--- config.mk ---
export PLATFORM = sky130hd
export DESIGN_NAME = cdb_arbiter
export DESIGN_NICKNAME = d
export VERILOG_FILES = /design/src/rtl/cdb_arbiter.sv
export SDC_FILE = /design/constraint.sdc
export NUM_CORES = 1
export LEC_CHECK = 0
export ABC_AREA = 1
export CELL_PAD_IN_SITES_DETAIL_PLACEMENT = 2
export CELL_PAD_IN_SITES_GLOBAL_PLACEMENT = 2
export CORE_MARGIN = 2
export CORE_UTILIZATION = 36
export CTS_BUF_LIST = sky130_fd_sc_hd__clkbuf_8
export DETAILED_ROUTE_END_ITERATION = 7
export PLACE_DENSITY_LB_ADDON = 0.2
export SYNTH_ARGS = -nofsm -noshare
export SYNTH_HDL_FRONTEND = slang
export SYNTH_SLANG_ARGS = --single-unit
--- constraint.sdc ---
create_clock -name clk -period 3.75 [get_ports clk]
set_input_delay 0.75 -clock clk [delete_from_list [all_inputs] [get_ports clk]]
set_output_delay 0.75 -clock clk [all_outputs]
set_load 0.005 [all_outputs]
--- src/rtl/cdb_arbiter.sv ---
// Common data bus arbiter: per-source 2-deep result FIFOs, round-robin grant,
// registered broadcast to ROB / reservation stations / PC. Flush drops all buffered results.
module cdb_arbiter #(
  parameter int N_SRC  = 3,
  parameter int LOCK_W = 5,
  parameter int DATA_W = 32,
  parameter int DEPTH  = 2
) (
  input  logic                      clk,
  input  logic                      rst,
  input  logic                      flush,
  input  logic [N_SRC-1:0]          src_valid,
  output logic [N_SRC-1:0]          src_ready,
  input  logic [N_SRC*LOCK_W-1:0]   src_index,
  input  logic [N_SRC*DATA_W-1:0]   src_result,
  output logic                      cdb_valid,
  output logic [LOCK_W-1:0]         cdb_index,
  output logic [DATA_W-1:0]         cdb_result,
  output logic [1:0]                cdb_src
);

  localparam int PTR_W = $clog2(DEPTH);
  localparam int CNT_W = PTR_W + 1;
  localparam int RR_W  = (N_SRC > 1) ? $clog2(N_SRC) : 1;

  logic [N_SRC-1:0]  push;
  logic [N_SRC-1:0]  pop;
  logic [N_SRC-1:0]  nonempty;
  logic [LOCK_W-1:0] head_index  [N_SRC];
  logic [DATA_W-1:0] head_result [N_SRC];

  logic [RR_W-1:0]   rr_ptr_reg;
  logic              grant_found;
  logic              grant;
  logic [RR_W-1:0]   grant_id;
  logic [LOCK_W-1:0] grant_index;
  logic [DATA_W-1:0] grant_result;

  generate
    for (genvar gi = 0; gi < N_SRC; gi++) begin : g_src
      logic [PTR_W-1:0]  wr_ptr_reg;
      logic [PTR_W-1:0]  rd_ptr_reg;
      logic [CNT_W-1:0]  count_reg;
      logic [LOCK_W-1:0] idx_mem [DEPTH];
      logic [DATA_W-1:0] res_mem [DEPTH];

      // Ready looks only at the stored count, so a full buffer stalls even when popped.
      assign src_ready[gi]   = (count_reg < CNT_W'(DEPTH));
      assign nonempty[gi]    = (count_reg != '0);
      assign push[gi]        = src_valid[gi] && src_ready[gi] && !flush;
      assign pop[gi]         = grant && (grant_id == RR_W'(gi));
      assign head_index[gi]  = idx_mem[rd_ptr_reg];
      assign head_result[gi] = res_mem[rd_ptr_reg];

      always_ff @(posedge clk) begin
        if (push[gi]) begin
          idx_mem[wr_ptr_reg] <= src_index[gi*LOCK_W +: LOCK_W];
          res_mem[wr_ptr_reg] <= src_result[gi*DATA_W +: DATA_W];
        end
      end

      always_ff @(posedge clk or negedge rst) begin
        if (!rst) begin
          wr_ptr_reg <= '0;
          rd_ptr_reg <= '0;
          count_reg  <= '0;
        end else if (flush) begin
          wr_ptr_reg <= '0;
          rd_ptr_reg <= '0;
          count_reg  <= '0;
        end else begin
          if (push[gi]) wr_ptr_reg <= wr_ptr_reg + PTR_W'(1);
          if (pop[gi])  rd_ptr_reg <= rd_ptr_reg + PTR_W'(1);
          case ({push[gi], pop[gi]})
            2'b10:   count_reg <= count_reg + CNT_W'(1);
            2'b01:   count_reg <= count_reg - CNT_W'(1);
            default: count_reg <= count_reg;
          endcase
        end
      end
    end
  endgenerate

  // First non-empty buffer at or after rr_ptr, wrapping modulo N_SRC.
  always_comb begin
    int j;
    j            = 0;
    grant_found  = 1'b0;
    grant_id     = '0;
    grant_index  = '0;
    grant_result = '0;
    for (int k = 0; k < N_SRC; k++) begin
      j = (int'(rr_ptr_reg) + k) % N_SRC;
      if (!grant_found && nonempty[j]) begin
        grant_found  = 1'b1;
        grant_id     = RR_W'(j);
        grant_index  = head_index[j];
        grant_result = head_result[j];
      end
    end
    grant = grant_found && !flush;
  end

  always_ff @(posedge clk or negedge rst) begin
    if (!rst) begin
      rr_ptr_reg <= '0;
      cdb_valid  <= 1'b0;
      cdb_index  <= '0;
      cdb_result <= '0;
      cdb_src    <= '0;
    end else begin
      cdb_valid <= grant;
      if (grant) begin
        cdb_index  <= grant_index;
        cdb_result <= grant_result;
        cdb_src    <= 2'(grant_id);
        rr_ptr_reg <= (grant_id == RR_W'(N_SRC - 1)) ? '0 : grant_id + RR_W'(1);
      end
    end
  end

endmodule

==> metrics.cfg <==
[grt]
grt_util_all_layers_pct=26.0
grt_pass1_vias=12400
antenna_found_initial=2
grt.overflow.total=0
grt_max_degree=87
grt_pass1_wl_um=74300

[sta]
fin_crit_sh_pct=80.3
slew_headroom_pct=39.5
min_period_ns=3.01
post-route-worst-setup-slack_ns=0.737
fin_skew_ns=0.0162
setup_viol=0
hold_ws_ns=0.228
final.setup.tns_ns=0
hold_viol=0
rsz0062_at_grt=false
tightest_slew_ns=0.906
drv_slew=0
fmax_ghz=0.332

[placed_design]
place_area_mm2=0.0152
gp_congestion=0.827
dpl_worst_slack_ns=0.664
placed_cells=1930
numPortBuffers=159
dp_hpwl_um=32900

[clock_tree]
cts_buffer_depth=3
clock_latency_ns=0.58
cts_made_buffers=49
clock_sinks=276
post-cts-setup-buffer-count=0
cts_resized=0
cts-root-buf=clkbuf_8
cts_max_level=2
cts_tree=yes
clk_pin_slew_ns=0.06
ctsHoldBuffers=0

[yosys]
synth.area.top_cells=edfxtp_1, nand2_1, dfrtp_1
synth_cells=1367
yosysSeqAreaShare_pct=61.2
ys_types=38
syn_area_per_cell_um2=9.59
ys_warn_count=0
syn-cell-area_mm2=0.0131
yosys-top-cells-count=nand2_1, edfxtp_1, nor2_1
synth_top_cell_by_area=edfxtp_1
synthesis.nets=1488
yosysMostFrequentCell=nand2_1
synth_edf_count=222
ys_seq_elements=276
yosys.area.top_type_share_pct=50.8
async_reset_ff_share_pct=19.6
synth_flop_cell=edfxtp_1

[route]
first_pass_iters=5
wirelength_um=48800
antenna_left=0
vias=11100
drc=0
wl_per_cell_um=24.2
viasPerCell=5.51
drt_iter0_drc=758

[power]
p_sw_mw=6.78
seqPwrFrac_pct=28.4
finalPower_mw=14.5
ir_worst_vdd_v=0.000629
p_sw_share_pct=46.9
powerDensity_mw_per_mm2=894
p_clk_share_pct=19.8
intPower_mw=7.67
combinationalPowerShare_pct=51.8
p_leak_nw=6.47

[cells_and_area]
area_delta_synth_final_pct=23.4
drive_gt1_share_pct=8.97
top_register=g_src.res_mem
layout.nets=1641
fin_cells=2021
antenna_cells=0
fin_util_pct=45.3
design_area_mm2=0.0162
largest_reg_flops=192
top_regs=g_src.res_mem x192, cdb_result x32, g_src.idx_mem x30

[setup_path]
crit_slowest_cell=inv_2
cp_cell_sequence=inv_1, ha_1, inv_2, nor2_1, nand2_1, nand2_2, nand3_4, inv_2, nand2_1, nand2_1, nand2_1, nand2_1, a21oi_2, nand2_1, nand2_1
crit_required_ns=4.20
cp-start-kind=register
crit_path_end_kind=register
critPathArrivalTime_ns=3.47
crit_type=register to register
crit_fanout=29
slowest_delay_ns=0.56
cp_common_cell=nand2_1

[floorplan]
die-area_mm2=0.0380
dieWidth_um=195
core_mm2=0.0357
die_height_um=195
initial_core_util_pct=36.7
rows=69
ios=160

[status]
status=completed

[hold_path]
hold_path_class=input pin to asynchronous set/reset pin

[run]
drv_cap=0

power groups by stage:
stage	combinational (mW)	sequential, mW	clock, mW
finish	7.48	4.11	2.87
detailed placement	7.43	4.17	0
floorplan	4.74	4.03	0
global placement	7.14	4.15	0
CTS	7.49	4.12	2.94
global route	8.25	4.15	3.07
critical path, delay by kind of cell, from the launching register on:
kind,cells,cell delay (ns)
compound gates,1,0.06
flops,1,0.40
simple gates,10,1.14
buf+inv,3,0.78
fa+ha+maj,1,0.51
kinds of logic (layout without fill, tap and decap cells):
kind of cell | Yosys count | count (layout) | synth area share (%)
AND/OR/NAND/NOR | 654 | 654 | 20.3
flip-flops | 276 | 276 | 61.2
AO/OA/AOI/OAI | 265 | 265 | 11.8
buffers and inverters | 145 | 338 | 4.64
multiplexers | 23 | 23 | 1.76
adder cells (fa/ha/maj) | 4 | 4 | 0.382
path summary, 6_finish.rpt:
kind / startpoint / end / slack (ns) / cells after the start
worst max-delay path: rr_ptr_reg[0] / g_src[1].count_reg[1] / 0.74 / 15
worst min-delay path: rst / cdb_src[1] / 0.23 / 1
worst max register to register: rr_ptr_reg[0] / g_src[1].count_reg[1] / 0.74 / 15
worst min register to register: cdb_result[15] / cdb_result[15] / 0.48 / 2
max in group asynchronous: rst / cdb_valid / 2.75 / 2
min in group clk: cdb_result[15] / cdb_result[15] / 0.48 / 2
placed cells by master, fill, tap and decap left out, drive strengths merged:
cell,count
a21oi,46
nand3,37
nand4,13
a21o,5
o21ai,106
inv,74
clkinvlp,1
o22ai,67
bufinv,2
o2111ai,1
nor3,5
a31oi,5
nand3b,2
nand2,463
clkbuf,60
ha,4
dfrtp,54
o211ai,12
buf,27
o221ai,12
a22oi,11
mux2i,23
edfxtp,222
clkdlybuf4s50,158
clkinv,16
nor2,134
layer usage:
layer  vias to the layer above  global-route usage (%)  routed length (µm)
li1                       5034                       -                   -
met2                       363                    44.7               23600
met5                         -                       0                  13
met1                      5635                    32.6               20600
met3                       108                    3.61                2540
met4                         2                    11.5                2130
area by class of cell:
cell class | count | area, µm²
flip-flops and latches | 276 | 8020
clock buffers | 60 | 826
fillers | 3785 | 19600
clock inverters | 31 | 185
repair buffers | 185 | 1810
multi-input cells | 946 | 4530
inverters | 62 | 234
well taps | 461 | 577
(Power assumes the default switching activity.)
